==> config.mk <==
export PLATFORM = sky130hd
export DESIGN_NAME = fpu_issue_ctrl_flat
export DESIGN_NICKNAME = d
export VERILOG_FILES = /design/src/rtl/fpu_issue_ctrl_pkg.sv /design/src/rtl/fpu_issue_ctrl_if.sv /design/src/rtl/fpu_busy_watchdog.sv /design/src/rtl/fpu_issue_ctrl.sv /design/src/flat_wrapper.sv
export SDC_FILE = /design/constraint.sdc
export NUM_CORES = 1
export LEC_CHECK = 0
export BUFFER_PORTS_ARGS = -buffer_cell sky130_fd_sc_hd__buf_2
export CORE_MARGIN = 8
export CORE_UTILIZATION = 55
export CTS_BUF_LIST = sky130_fd_sc_hd__clkbuf_8
export DETAILED_ROUTE_END_ITERATION = 8
export PLACE_DENSITY = 0.8
export SETUP_SLACK_MARGIN = 0.5
export SYNTH_ARGS = -nofsm -noshare
export SYNTH_HDL_FRONTEND = slang
export SYNTH_HIERARCHICAL = 1
export SYNTH_SLANG_ARGS = --single-unit
==> constraint.sdc <==
create_clock -name clk -period 5.4 [get_ports clk]
set_clock_uncertainty 0.15 [all_clocks]
set_input_delay 1.08 -clock clk [delete_from_list [all_inputs] [get_ports clk]]
set_output_delay 1.08 -clock clk [all_outputs]
set_load 0.1 [all_outputs]
==> src/rtl/fpu_issue_ctrl_pkg.sv <==
// Shared ALU function codes, FP constants and the issue-controller state type.
package fpu_issue_ctrl_pkg;

  localparam logic [4:0] ALU_ADD     = 5'h00;
  localparam logic [4:0] ALU_FMULS   = 5'h10;
  localparam logic [4:0] ALU_FADDS   = 5'h11;
  localparam logic [4:0] ALU_FSUBS   = 5'h12;
  localparam logic [4:0] ALU_FCVTSW  = 5'h13;
  localparam logic [4:0] ALU_FCVTSWU = 5'h14;
  localparam logic [4:0] ALU_FCVTWS  = 5'h15;
  localparam logic [4:0] ALU_FCVTWUS = 5'h16;

  localparam logic [31:0] FP_CANON_NAN = 32'h7FC0_0000;

  typedef enum logic [2:0] {
    ST_IDLE   = 3'd0,
    ST_BUBBLE = 3'd1,
    ST_ISSUE  = 3'd2,
    ST_WAIT   = 3'd3,
    ST_DONE   = 3'd4
  } fpu_ctrl_state_t;

  function automatic logic is_multi_op(input logic [4:0] func);
    return (func == ALU_FMULS) || (func == ALU_FADDS) || (func == ALU_FSUBS);
  endfunction

  function automatic logic is_single_op(input logic [4:0] func);
    return (func == ALU_FCVTSW) || (func == ALU_FCVTSWU) ||
           (func == ALU_FCVTWS) || (func == ALU_FCVTWUS);
  endfunction

endpackage

==> src/rtl/fpu_issue_ctrl_if.sv <==
// ID/EX request, stall and result handshake between the pipeline and the FPU issue controller.
interface fpu_issue_ctrl_if;
  logic        req_valid;
  logic [4:0]  req_func;
  logic [31:0] req_opa;
  logic [31:0] req_opb;
  logic [2:0]  req_rm;
  logic        flush;
  logic        req_ready;
  logic        ex_stall;
  logic        res_valid;
  logic [31:0] res_data;

  modport master (
    output req_valid, req_func, req_opa, req_opb, req_rm, flush,
    input  req_ready, ex_stall, res_valid, res_data
  );

  modport slave (
    input  req_valid, req_func, req_opa, req_opb, req_rm, flush,
    output req_ready, ex_stall, res_valid, res_data
  );
endinterface

==> src/rtl/fpu_busy_watchdog.sv <==
// Counts WAIT cycles while the FPU is busy; flags a sticky error once TIMEOUT_CYC is reached.
module fpu_busy_watchdog #(
  parameter int unsigned TIMEOUT_CYC = 64,
  parameter int unsigned CNT_W       = 7
) (
  input  logic clk,
  input  logic rst_n,
  input  logic run_i,
  input  logic busy_i,
  output logic expire_o,
  output logic err_o
);

  logic [CNT_W-1:0] cnt_q, cnt_d;
  logic             err_q, err_d;

  // Expires in the TIMEOUT_CYC-th consecutive WAIT cycle that still sees busy.
  assign expire_o = run_i && busy_i && (cnt_q == CNT_W'(TIMEOUT_CYC - 1));

  always_comb begin
    cnt_d = run_i ? (cnt_q + CNT_W'(1)) : '0;
    err_d = err_q || expire_o;
  end

  always_ff @(posedge clk or negedge rst_n) begin
    if (!rst_n) begin
      cnt_q <= '0;
      err_q <= 1'b0;
    end else begin
      cnt_q <= cnt_d;
      err_q <= err_d;
    end
  end

  assign err_o = err_q;

endmodule

==> src/rtl/fpu_issue_ctrl.sv <==
// Requester-side sequencer for the EX-stage FPU: issues ops, holds inputs while busy, returns results.
module fpu_issue_ctrl #(
  parameter int unsigned TIMEOUT_CYC = 64,
  parameter int unsigned CNT_W       = 7
) (
  input  logic                 clk,
  input  logic                 rst_n,
  fpu_issue_ctrl_if.slave      req_if,
  output logic [31:0]          fpu_opa_o,
  output logic [31:0]          fpu_opb_o,
  output logic [4:0]           fpu_func_o,
  output logic [2:0]           fpu_rm_o,
  input  logic [31:0]          fpu_res_i,
  input  logic                 fpu_busy_i,
  output logic                 err_timeout_o
);
  import fpu_issue_ctrl_pkg::*;

  fpu_ctrl_state_t state_q, state_d;
  logic [31:0] opa_q, opa_d, opb_q, opb_d;
  logic [4:0]  func_q, func_d;
  logic [2:0]  rm_q, rm_d;
  logic [31:0] res_data_q, res_data_d;
  logic        res_valid_q, res_valid_d;
  logic [4:0]  last_func_q, last_func_d;
  logic [31:0] last_opa_q, last_opa_d, last_opb_q, last_opb_d;
  logic        last_valid_q, last_valid_d;
  logic        req_multi, req_single, single_go, repeat_op;
  logic        wd_run, wd_expire;

  assign req_multi  = req_if.req_valid && !req_if.flush && is_multi_op(req_if.req_func);
  assign req_single = req_if.req_valid && !req_if.flush && is_single_op(req_if.req_func);
  assign single_go  = (state_q == ST_IDLE) && req_single;
  assign repeat_op  = last_valid_q &&
    ({req_if.req_func, req_if.req_opa, req_if.req_opb} == {last_func_q, last_opa_q, last_opb_q});
  assign wd_run     = (state_q == ST_WAIT) && !req_if.flush;

  fpu_busy_watchdog #(
    .TIMEOUT_CYC (TIMEOUT_CYC),
    .CNT_W       (CNT_W)
  ) u_watchdog (
    .clk      (clk),
    .rst_n    (rst_n),
    .run_i    (wd_run),
    .busy_i   (fpu_busy_i),
    .expire_o (wd_expire),
    .err_o    (err_timeout_o)
  );

  always_comb begin
    state_d      = state_q;
    opa_d        = opa_q;
    opb_d        = opb_q;
    func_d       = func_q;
    rm_d         = rm_q;
    res_data_d   = res_data_q;
    res_valid_d  = 1'b0;
    last_func_d  = last_func_q;
    last_opa_d   = last_opa_q;
    last_opb_d   = last_opb_q;
    last_valid_d = last_valid_q;
    unique case (state_q)
      ST_IDLE: begin
        if (single_go) begin
          res_data_d  = fpu_res_i;
          res_valid_d = 1'b1;
        end else if (req_multi) begin
          rm_d = req_if.req_rm;
          if (repeat_op) begin
            // Identical repeat: park a non-FP func for one cycle so the FPU sees a change.
            func_d  = ALU_ADD;
            state_d = ST_BUBBLE;
          end else begin
            opa_d   = req_if.req_opa;
            opb_d   = req_if.req_opb;
            func_d  = req_if.req_func;
            state_d = ST_ISSUE;
          end
        end
      end
      ST_BUBBLE, ST_ISSUE, ST_WAIT: begin
        if (req_if.flush) begin
          func_d       = ALU_ADD;
          last_valid_d = 1'b0;
          state_d      = ST_IDLE;
        end else if (state_q == ST_BUBBLE) begin
          // Bubble is only entered on an exact repeat, so the last-issued copy is the op.
          opa_d   = last_opa_q;
          opb_d   = last_opb_q;
          func_d  = last_func_q;
          state_d = ST_ISSUE;
        end else if (state_q == ST_ISSUE) begin
          state_d = ST_WAIT;
        end else if (!fpu_busy_i) begin
          res_data_d   = fpu_res_i;
          res_valid_d  = 1'b1;
          last_func_d  = func_q;
          last_opa_d   = opa_q;
          last_opb_d   = opb_q;
          last_valid_d = 1'b1;
          state_d      = ST_DONE;
        end else if (wd_expire) begin
          res_data_d  = FP_CANON_NAN;
          res_valid_d = 1'b1;
          state_d     = ST_DONE;
        end
      end
      ST_DONE: state_d = ST_IDLE;
      default: state_d = ST_IDLE;
    endcase
  end

  always_ff @(posedge clk or negedge rst_n) begin
    if (!rst_n) begin
      state_q      <= ST_IDLE;
      opa_q        <= '0;
      opb_q        <= '0;
      func_q       <= ALU_ADD;
      rm_q         <= '0;
      res_data_q   <= '0;
      res_valid_q  <= 1'b0;
      last_func_q  <= '0;
      last_opa_q   <= '0;
      last_opb_q   <= '0;
      last_valid_q <= 1'b0;
    end else begin
      state_q      <= state_d;
      opa_q        <= opa_d;
      opb_q        <= opb_d;
      func_q       <= func_d;
      rm_q         <= rm_d;
      res_data_q   <= res_data_d;
      res_valid_q  <= res_valid_d;
      last_func_q  <= last_func_d;
      last_opa_q   <= last_opa_d;
      last_opb_q   <= last_opb_d;
      last_valid_q <= last_valid_d;
    end
  end

  assign req_if.req_ready = single_go || (state_q == ST_DONE);
  assign req_if.ex_stall  = ((state_q == ST_IDLE) && req_multi) ||
                            (state_q == ST_BUBBLE) || (state_q == ST_ISSUE) ||
                            (state_q == ST_WAIT);
  assign req_if.res_valid = res_valid_q;
  assign req_if.res_data  = res_data_q;

  assign fpu_opa_o  = single_go ? req_if.req_opa  : opa_q;
  assign fpu_opb_o  = single_go ? req_if.req_opb  : opb_q;
  assign fpu_func_o = single_go ? req_if.req_func : func_q;
  assign fpu_rm_o   = single_go ? req_if.req_rm   : rm_q;

endmodule

==> src/flat_wrapper.sv <==
// flat-port wrapper written by rule: the top's interface ports become plain ports
module fpu_issue_ctrl_flat import fpu_issue_ctrl_pkg::*;
#(
  parameter int unsigned TIMEOUT_CYC = 64,
  parameter int unsigned CNT_W       = 7
)
  (clk, rst_n, fpu_opa_o, fpu_opb_o, fpu_func_o, fpu_rm_o, fpu_res_i, fpu_busy_i, err_timeout_o, req_if_req_valid, req_if_req_func, req_if_req_opa, req_if_req_opb, req_if_req_rm, req_if_flush, req_if_req_ready, req_if_ex_stall, req_if_res_valid, req_if_res_data);
  fpu_issue_ctrl_if req_if_i ();
  input  logic clk;
  input  logic rst_n;
  output logic [31:0] fpu_opa_o;
  output logic [31:0] fpu_opb_o;
  output logic [4:0] fpu_func_o;
  output logic [2:0] fpu_rm_o;
  input  logic [31:0] fpu_res_i;
  input  logic fpu_busy_i;
  output logic err_timeout_o;
  input wire logic [$bits(req_if_i.req_valid)-1:0] req_if_req_valid;
  input wire logic [$bits(req_if_i.req_func)-1:0] req_if_req_func;
  input wire logic [$bits(req_if_i.req_opa)-1:0] req_if_req_opa;
  input wire logic [$bits(req_if_i.req_opb)-1:0] req_if_req_opb;
  input wire logic [$bits(req_if_i.req_rm)-1:0] req_if_req_rm;
  input wire logic [$bits(req_if_i.flush)-1:0] req_if_flush;
  output wire logic [$bits(req_if_i.req_ready)-1:0] req_if_req_ready;
  output wire logic [$bits(req_if_i.ex_stall)-1:0] req_if_ex_stall;
  output wire logic [$bits(req_if_i.res_valid)-1:0] req_if_res_valid;
  output wire logic [$bits(req_if_i.res_data)-1:0] req_if_res_data;
  assign req_if_i.req_valid = req_if_req_valid;
  assign req_if_i.req_func = req_if_req_func;
  assign req_if_i.req_opa = req_if_req_opa;
  assign req_if_i.req_opb = req_if_req_opb;
  assign req_if_i.req_rm = req_if_req_rm;
  assign req_if_i.flush = req_if_flush;
  assign req_if_req_ready = req_if_i.req_ready;
  assign req_if_ex_stall = req_if_i.ex_stall;
  assign req_if_res_valid = req_if_i.res_valid;
  assign req_if_res_data = req_if_i.res_data;
  fpu_issue_ctrl #(.TIMEOUT_CYC(TIMEOUT_CYC), .CNT_W(CNT_W)) u_core (.clk(clk), .rst_n(rst_n), .req_if(req_if_i), .fpu_opa_o(fpu_opa_o), .fpu_opb_o(fpu_opb_o), .fpu_func_o(fpu_func_o), .fpu_rm_o(fpu_rm_o), .fpu_res_i(fpu_res_i), .fpu_busy_i(fpu_busy_i), .err_timeout_o(err_timeout_o));
endmodule
==> results of run 1 <==
==> cell type report <==
cell class	instances	area (um2)
fillers	1586	6970
multi-input cells	804	5820
flip-flops and latches	186	4650
repair buffers	231	1220
well taps	265	332
clock buffers	17	234
clock inverters	15	158
inverters	17	63.8
diodes	1	2.50
==> through the flow <==
step | hold WS [ns] | total power, W | instance area (um2) | instances | utilization [%]
6_report | 0.327 | 0.00654 | 12500 | 1536 | 64.2
5_1_grt | 0.357 | 0.00679 | 12500 | 1536 | 64.2
4_1_cts | 0.335 | 0.00655 | 12500 | 1535 | 64.2
3_5_place_dp | 0.312 | 0.00562 | 12100 | 1503 | 62.2
3_3_place_gp | 0.303 | 0.00556 | 12100 | 1503 | 62.2
2_1_floorplan | 0.298 | 0.00500 | 10900 | 1087 | -
==> logic make-up (layout without fill, tap and decap cells) <==
kind of cell / Yosys count / in the layout
adders and majority gates: 1 / 1
and+or+nand+nor: 305 / 305
AOI/OAI and AO/OA: 256 / 256
DFF: 186 / 186
muxes: 193 / 193
buffers and inverters: 97 / 280
other: 0 / 1
xor gates and xnor gates: 49 / 49
==> layout by cell type, fill, tap and decap left out, types with 16 or more instances in the layout <==
master	count
inv_1	16
nand2_1	125
a22o_1	23
nand2b_1	20
a21oi_1	55
clkbuf_8	17
nor3_1	22
a211oi_1	39
mux2_2	149
mux2i_1	44
buf_2	215
o22ai_1	17
o21ai_0	65
dfrtp_1	186
nor2_1	71
xor2_1	18
xnor2_1	31
==> metal layers <==
layer | track usage, % | vias to the layer above
li1 | - | 4246
met1 | 34.6 | 4640
met2 | 40.1 | 459
met3 | 4.88 | 85
met4 | 13.4 | 0
met5 | 0 | -
==> final timing paths <==
kind	startpoint	end	cells past startpoint	slack (ns)
max in group asynchronous	rst_n	u_core/req_if.res_valid	2	3.58
min in group asynchronous	rst_n	u_core/req_if.res_data[10]	1	0.49
worst max-delay path	req_if_flush	req_if_ex_stall	6	1.06
worst max register to register	u_core/last_opb_q[25]	u_core/opb_q[29]	7	2.06
worst min register to register	u_core/u_watchdog/err_o	u_core/u_watchdog/err_o	2	0.33
worst min-delay path	u_core/u_watchdog/err_o	u_core/u_watchdog/err_o	2	0.33
==> worst max-delay path: stages <==
cell and delay, ns:
buf_2 0.14, and4bb_2 0.34, nand3_1 0.17, or3_1 0.72
nand2_1 0.21, buf_2 0.45
==> flip-flops by register name, indices dropped and copies added, names as in the netlist <==
signal and cells:
u_core/u_watchdog/err_o 1, u_core/u_watchdog/cnt_q 7, u_core/func_q 5, u_core/req_if.res_valid 1
u_core/state_q 3, u_core/last_valid_q 1, u_core/opa_q 32, u_core/rm_q 3
u_core/opb_q 32, u_core/last_func_q 5, u_core/last_opa_q 32, u_core/last_opb_q 32
u_core/req_if.res_data 32
==> power by group through the flow <==
stage               combinational, W  sequential (W)  clock (W)
finish                       0.00357         0.00203   0.000935
global route                 0.00371         0.00208    0.00100
CTS                          0.00358         0.00202   0.000950
detailed placement           0.00357         0.00204          0
global placement             0.00353         0.00203          0
floorplan                    0.00249         0.00251          0
==> results.toml, run 1 <==
[status]
status = "complete, no violations"

[floorplanning]
coreArea_mm2 = 0.0195
fp-row-count = 51
start_util_pct = 56.0
die_h_um = 157
die-area_mm2 = 0.0246
io_pins = 217
dieWidth_um = 157

[routing]
wl_per_cell_um = 20.9
num_vias = 9430
drt_iter0_drc = 925
highest_layer = "met4"
ant_nets = 0
dr.pass1.iters = 5
wirelength_met1_um = 13300
totalWireLength_um = 32100
routed-wl-met3_um = 2400
via_per_inst = 6.14
route.met2.wl_um = 15100
drc = 0

[power]
clkPwrFrac_pct = 14.3
vdd_drop_max_v = 0.000389
power.switching_w = 0.00369
p_leak_nw = 5.78
swShare_pct = 56.4
p_int_w = 0.00285
seq_power_share_pct = 31.1
p_comb_share_pct = 54.6
p_per_area_mw_per_mm2 = 523

[sta]
clock.fmax_mhz = 230
fin_crit_sh_pct = 80.5
fin_crit_ns = 4.34
setup_viol_count_final = 0
fin_setup_tns_ns = 0
worst_slew_pin_slew_ns = 1.07
drv_slew = 0
fin_ws_ns = 1.06
rsz0062_at_grt = "no"
hold_viol_final = 0
relSlewSlack_pct = 28.5

[logic_synthesis]
ys_top_cells_by_count = "186 x dfrtp_1, 149 x mux2_2, 125 x nand2_1, 72 x nor2_1, 65 x o21ai_0"
synthTopCellsByArea = "dfrtp_1 43%, mux2_2 15%, nand2_1 4.3%"
synth_top_family_by_area = "multiplexers"
synth_top_cell_by_area = "dfrtp_1"
yosys_most_used_dff = "dfrtp_1"
synth_seq_cells = 186
async_reset_ff_share_pct = 100
synthSimpleGateAreaFrac_pct = 13.0
ys_warn_count = 6
syn_nets = 1197
synth-xor-area-share_pct = 3.93
synthAdderAreaFrac_pct = 0.115
avgSynthCellArea_um2 = 10.0
yosysMostFrequentCell = "dfrtp_1"
synthCells = 1087
synth_edf_count = 0
synth_area_mm2 = 0.0109
synth_seq_area_share_pct = 42.7
synth-compound-area-share_pct = 16.5
synth_cell_types = 57
synth_top_area_share_pct = 42.7
synth_mux_area_share_pct = 19.4

[setup_path]
critical_path_class = "input pin to primary output"
crit_path_start_kind = "input pin"
crit_required_ns = 4.17
cp_data_arrival_time_ns = 3.11
end_kind = "primary output"
worstPathMaxFanout = 21

[place]
gp_congestion = 0.890
io_buffers = 216
dp_hpwl_um = 22000
place_ws_ns = 1.10

[flow_run]
drv_cap = 0

[clock_tree]
cts_tree = "done"
cts-hold-fix-buffers = 0
cts_resized = 0
clock_path_buffers = 2
cts_buffers = 17
cts_sinks = 186
htree_levels = 4
clock_latency_ns = 0.47
cts_root_buf = "clkbuf_8"
cts_setup_buffers = 0
path_clk_slew_ns = 0.09

[grt]
grt_usage_pct = 26.1
gr-total-overflow = 0
grt_pass1_vias = 9237
grt_start_max_net_pins = 103
grt_pass1_wl_um = 50400
antenna_found_initial = 1

[worst_hold_path]
min_path_type = "register to register"

[cells_and_area]
nets = 1367
syn2layout_area_growth_pct = 14.5
layout-drive-gt1-share_pct = 35.7
Power figures use the tool's default switching activity.
==> inputs of run 2 (changes only) <==
--- a/config.mk
+++ b/config.mk
@@ -7,10 +7,10 @@
 export LEC_CHECK = 0
 export BUFFER_PORTS_ARGS = -buffer_cell sky130_fd_sc_hd__buf_2
 export CORE_MARGIN = 8
-export CORE_UTILIZATION = 55
+export CORE_UTILIZATION = 52
 export CTS_BUF_LIST = sky130_fd_sc_hd__clkbuf_8
 export DETAILED_ROUTE_END_ITERATION = 8
-export PLACE_DENSITY = 0.8
+export PLACE_DENSITY = 0.79
 export SETUP_SLACK_MARGIN = 0.5
 export SYNTH_ARGS = -nofsm -noshare
 export SYNTH_HDL_FRONTEND = slang
==> constraint.sdc (replaced) <==
create_clock -name clk -period 3.95 [get_ports clk]
set_clock_uncertainty 0.15 [all_clocks]
set_input_delay 0.79 -clock clk [delete_from_list [all_inputs] [get_ports clk]]
set_output_delay 0.79 -clock clk [all_outputs]
set_load 0.1 [all_outputs]
==> run 2 against run 1 <==
- cell area is 7.2% higher
- flip-flop and latch count stayed put
- critical path depth rose by 2
- utilization rose by 0.15 points
- combinational power is 54% higher
- total power grew 46%
- via count grew 3.4%
- critical path type unchanged
- critical endpoint is now fpu_opb_o[29]
==> results.toml, run 2 (synthesis results as in run 1) <==
[sta]
relSlewSlack_pct = 45.2
drv_slew = 0
rsz0062_at_grt = "yes"
fin_setup_tns_ns = 0
setup_viol_count_final = 0
fin_crit_sh_pct = 88.5
hold_viol_final = 0
hold_slack_ns = 0.177
fin_crit_ns = 3.50
clock.fmax_mhz = 286
worst_slew_pin_slew_ns = 0.822

[setup_path]
r2r_slack_ns = 1.04
reg2reg_from = "u_core/state_q[0]"
worstRegToRegCells = 10
slowest_delay_ns = 0.39
critical_path_class = "input pin to primary output"
end_kind = "primary output"
crit_path_cell_trace = "buf_2 -> and4bb_2 -> nor4b_4 -> buf_6 -> buf_12 -> buf_16 -> mux2_2 -> buf_6"
cp_data_arrival_time_ns = 2.56
worstPathMaxFanout = 9
critPathMostFrequentCell = "buf_6"
cp_num_buf_inv = 5
critPathSlowestCell = "mux2_2"
cp_top_family = "buffers and inverters"
r2r_end = "u_core/req_if.res_data[26]"
crit_required_ns = 3.01
crit_path_start_kind = "input pin"

[floorplanning]
die_h_um = 161
dieWidth_um = 161
io_pins = 217
die-area_mm2 = 0.0259
start_util_pct = 52.4
coreArea_mm2 = 0.0208
fp-row-count = 53

[routing]
drc = 0
via_per_inst = 6.23
ant_nets = 0
totalWireLength_um = 35800
drt_iter0_drc = 996
num_vias = 9754
wl_per_cell_um = 22.9
dr.pass1.iters = 6

[power]
p_per_area_mw_per_mm2 = 714
clkPwrFrac_pct = 13.1
power.switching_w = 0.00515
swShare_pct = 53.8
p_leak_nw = 6.17
vdd_drop_max_v = 0.000579
p_int_w = 0.00442
seq_power_share_pct = 29.3
p_comb_share_pct = 57.5

[worst_hold_path]
min_path_type = "input pin to async pin"

[cells_and_area]
fillerInstances = 1584
nets = 1385
final_cell_mix = "185 x dfrtp_1, 146 x buf_2, 132 x mux2_2"
layout-drive-gt1-share_pct = 36.6
postLayoutCoreUtil_pct = 64.3
fin_area_mm2 = 0.0134
syn2layout_area_growth_pct = 22.8
layout_commonest_cell = "dfrtp_1"

[grt]
grt_pass1_vias = 9627
grt_usage_pct = 25.9
grt_start_max_net_pins = 79
grt_pass1_wl_um = 53700
antenna_found_initial = 3
gr-total-overflow = 0

[clock_tree]
clock_latency_ns = 0.48
htree_levels = 4
cts_buffers = 17
cts_root_buf = "clkbuf_8"
path_clk_slew_ns = 0.09
cts_sinks = 186
clock_path_buffers = 2
cts_tree = "done"

[status]
status = "complete, no violations"

[place]
gp_congestion = 0.894
dp_hpwl_um = 22500
dpl-instance-area_mm2 = 0.0123
io_buffers = 216

[flow_run]
drv_cap = 0
## run 2: power by group through the flow
| stage | clock network [W] | registers [W] | logic (W) |
|---|---|---|---|
| 2_1_floorplan | 0 | 0.00343 | 0.00341 |
| 4_1_cts | 0.00127 | 0.00276 | 0.00521 |
| 3_3_place_gp | 0 | 0.00278 | 0.00484 |
| 3_5_place_dp | 0 | 0.00280 | 0.00491 |
| 5_1_grt | 0.00134 | 0.00285 | 0.00569 |
| 6_report | 0.00126 | 0.00281 | 0.00550 |
## run 2: stage by stage
step           worst slack [ns]  instances  total power, W
2_1_floorplan             0.597       1087         0.00683
3_3_place_gp              0.307       1520         0.00762
3_5_place_dp              0.246       1520         0.00771
4_1_cts                   0.468       1560         0.00925
5_1_grt                   0.414       1566         0.00988
6_report                  0.454       1566         0.00957
## run 2: area by class of cell
type | count | area (um2) | area share [%]
clock inverter | 12 | 101 | 0.756
sequential | 186 | 4660 | 34.7
antenna | 3 | 7.51 | 0.0560
tap | 275 | 344 | 2.57
clock buffer | 20 | 275 | 2.05
inverter | 17 | 63.8 | 0.476
timing repair buffer | 249 | 2050 | 15.3
multi-input combinational | 804 | 5900 | 44.0
## run 2: layer usage
metal | global-route usage (%) | vias to the layer above | share of wire, %
li1 | - | 4290 | -
met1 | 33.4 | 4759 | 40
met2 | 40.1 | 590 | 46
met3 | 6.35 | 115 | 8.8
met4 | 12.9 | 0 | 5.0
met5 | 0 | - | 0
## run 2: repair_timing
action,in CTS,in global routing
gates resized for setup,100,68
setup endpoints to repair,70,67
cloned,3,2
pin swaps,3,1
setup buffers,5,1
hold buffers,0,0
## run 2: worst max-delay path by stage
stage                                  start  cells past startpoint  slack [ns]         endpoint
after floorplan           req_if_req_func[3]                      5        0.60  req_if_ex_stall
after global placement    req_if_req_func[2]                      7        0.31    fpu_opb_o[29]
after detailed placement  req_if_req_func[2]                      7        0.25    fpu_opb_o[29]
after CTS                       req_if_flush                      7        0.47    fpu_opb_o[29]
after global routing            req_if_flush                      7        0.41    fpu_opa_o[18]
final                           req_if_flush                      8        0.45    fpu_opb_o[29]
==> inputs of run 3 (changes only) <==
--- a/config.mk
+++ b/config.mk
@@ -6,11 +6,13 @@
 export NUM_CORES = 1
 export LEC_CHECK = 0
 export BUFFER_PORTS_ARGS = -buffer_cell sky130_fd_sc_hd__buf_2
+export CELL_PAD_IN_SITES_DETAIL_PLACEMENT = 2
+export CELL_PAD_IN_SITES_GLOBAL_PLACEMENT = 2
 export CORE_MARGIN = 8
-export CORE_UTILIZATION = 52
+export CORE_UTILIZATION = 32
 export CTS_BUF_LIST = sky130_fd_sc_hd__clkbuf_8
 export DETAILED_ROUTE_END_ITERATION = 8
-export PLACE_DENSITY = 0.79
+export PLACE_DENSITY_LB_ADDON = 0.1
 export SETUP_SLACK_MARGIN = 0.5
 export SYNTH_ARGS = -nofsm -noshare
 export SYNTH_HDL_FRONTEND = slang
==> run 3 against run 2 <==
- sequential power is essentially flat
- count of clock-buffer cells in the layout decreased by 3
- combinational power up 8.9%
- utilization shrank 22 points
- critical path type unchanged
- largest cell class unchanged
==> results.toml, run 3 (synthesis results as in run 1) <==
[routing]
drt_iter0_drc = 395
drc = 0
ant_nets = 0
via_per_inst = 5.43
totalWireLength_um = 44400
dr.pass1.iters = 4
num_vias = 9459
wl_per_cell_um = 25.5

[grt]
grt_pass1_wl_um = 67000
grt_start_max_net_pins = 81
grt_usage_pct = 21.4
grt_pass1_vias = 10395
gr-total-overflow = 0
antenna_found_initial = 0

[floorplanning]
die_h_um = 201
start_util_pct = 32.5
dieWidth_um = 201
io_pins = 217
coreArea_mm2 = 0.0335
die-area_mm2 = 0.0402
fp-row-count = 67

[power]
power.switching_w = 0.00539
vdd_drop_max_v = 0.000537
p_int_w = 0.00491
seq_power_share_pct = 27.4
p_per_area_mw_per_mm2 = 725
p_comb_share_pct = 58.2
p_leak_nw = 6.46
swShare_pct = 52.4
clkPwrFrac_pct = 14.4

[setup_path]
crit_required_ns = 3.01
worstPathMaxFanout = 7
cp_data_arrival_time_ns = 2.46
worstRegToRegCells = 9
critPathMostFrequentCell = "buf_12"
r2r_end = "u_core/req_if.res_data[22]"
slowest_delay_ns = 0.34
critPathSlowestCell = "mux2_4"
end_kind = "primary output"
reg2reg_from = "u_core/state_q[0]"
r2r_slack_ns = 0.84
crit_path_cell_trace = "buf_2 -> nand2_4 -> xnor2_2 -> nor4b_4 -> buf_6 -> buf_12 -> buf_12 -> mux2_4 -> buf_12"
critical_path_class = "input pin to primary output"
crit_path_start_kind = "input pin"

[flow_run]
drv_cap = 0

[sta]
relSlewSlack_pct = 30.4
worst_slew_pin_slew_ns = 1.04
fin_crit_ns = 3.40
drv_slew = 0
clock.fmax_mhz = 294
setup_viol_count_final = 0
hold_viol_final = 0
fin_setup_tns_ns = 0
fin_crit_sh_pct = 86.1
rsz0062_at_grt = "yes"

[cells_and_area]
final_cell_mix = "185 x dfrtp_1, 142 x buf_2, 124 x nand2_1"
layout_commonest_cell = "dfrtp_1"
num_antenna_cells = 0
syn2layout_area_growth_pct = 30.3
layout-drive-gt1-share_pct = 37.4
fin_area_mm2 = 0.0142
nets = 1391
fillerInstances = 3559
stdcell_count = 1742

[clock_tree]
cts_tree = "done"
cts-hold-fix-buffers = 0
htree_levels = 4
path_clk_slew_ns = 0.10
cts_root_buf = "clkbuf_8"
cts_buffers = 17
cts_sinks = 186
clock_latency_ns = 0.51
clock_path_buffers = 2

[worst_hold_path]
min_path_type = "input pin to async pin"

[status]
status = "complete, no violations"

[place]
dp_hpwl_um = 29000
placedCellCount = 1695
dpl-instance-area_mm2 = 0.0126
io_buffers = 216
gp_congestion = 0.790
## run 3: cell count changes in the layout (fill, tap and decap cells not counted), sizes merged
cell,previous run,this run
clkinvlp,3,2
buf,246,251
diode,3,0
bufbuf,0,1
clkinv,6,2
bufinv,1,3
inv,19,25
clkbuf,23,20
## run 3: worst max path at each step
stage	slack [ns]	depth (start not counted)	start	endpoint
3_5_place_dp	0.28	7	req_if_req_func[2]	fpu_opa_o[27]
2_1_floorplan	0.60	5	req_if_req_func[3]	req_if_ex_stall
4_1_cts	0.45	7	u_core/state_q[1]	fpu_opb_o[17]
6_report	0.55	9	req_if_req_func[0]	fpu_opb_o[27]
5_1_grt	0.47	7	u_core/state_q[1]	fpu_opb_o[27]
3_3_place_gp	0.33	6	req_if_flush	fpu_opb_o[0]
## run 3: metal layers
| metal | vias to the layer above | GRT usage [%] | wire [um] |
|---|---|---|---|
| met4 | 0 | 6.78 | 849 |
| met1 | 4971 | 27.9 | 20100 |
| met3 | 32 | 3.84 | 1660 |
| met2 | 168 | 35.7 | 21800 |
| met5 | - | 0 | 0 |
| li1 | 4288 | - | - |
## run 3: power by group through the flow
stage	clock network (W)	registers [W]	logic [W]
global placement	0	0.00283	0.00497
finish	0.00148	0.00282	0.00599
floorplan	0	0.00343	0.00341
detailed placement	0	0.00284	0.00503
CTS	0.00153	0.00281	0.00543
global route	0.00159	0.00289	0.00621
## run 3: cell type report
cell class / count / area, um2 / share of cell area, %
Timing Repair Buffer: 255 / 2490 / 17.5
Multi-Input combinational cell: 804 / 6000 / 42.2
Clock buffer: 17 / 234 / 1.65
Tap cell: 448 / 561 / 3.94
Inverter: 17 / 63.8 / 0.449
Sequential cell: 186 / 4660 / 32.8
Clock inverter: 15 / 203 / 1.43
## run 3: worst max-delay path, delay by kind of cell
family | cells | cell delay, ns
muxes | 1 | 0.34
and+or+nand+nor | 2 | 0.34
buffers and inverters | 5 | 0.81
xor gates and xnor gates | 1 | 0.16
## run 3: what timing repair did
item                                    4_1_cts  5_1_grt
hold endpoints to repair                      0        0
endpoints found under the setup margin       72       70
gates resized for setup                     126      147
pin swaps                                     1        2
gates cloned                                  5        2
setup buffers                                 7        1
## run 3: metrics by stage
step | util (%) | hold WS (ns) | power [W] | setup WS, ns
floorplan | - | 0.298 | 0.00683 | 0.597
global placement | 37.5 | 0.317 | 0.00780 | 0.332
detailed placement | 37.5 | 0.325 | 0.00788 | 0.285
CTS | 40.4 | 0.185 | 0.00976 | 0.454
global route | 42.4 | 0.203 | 0.0107 | 0.473
finish | 42.4 | 0.183 | 0.0103 | 0.550
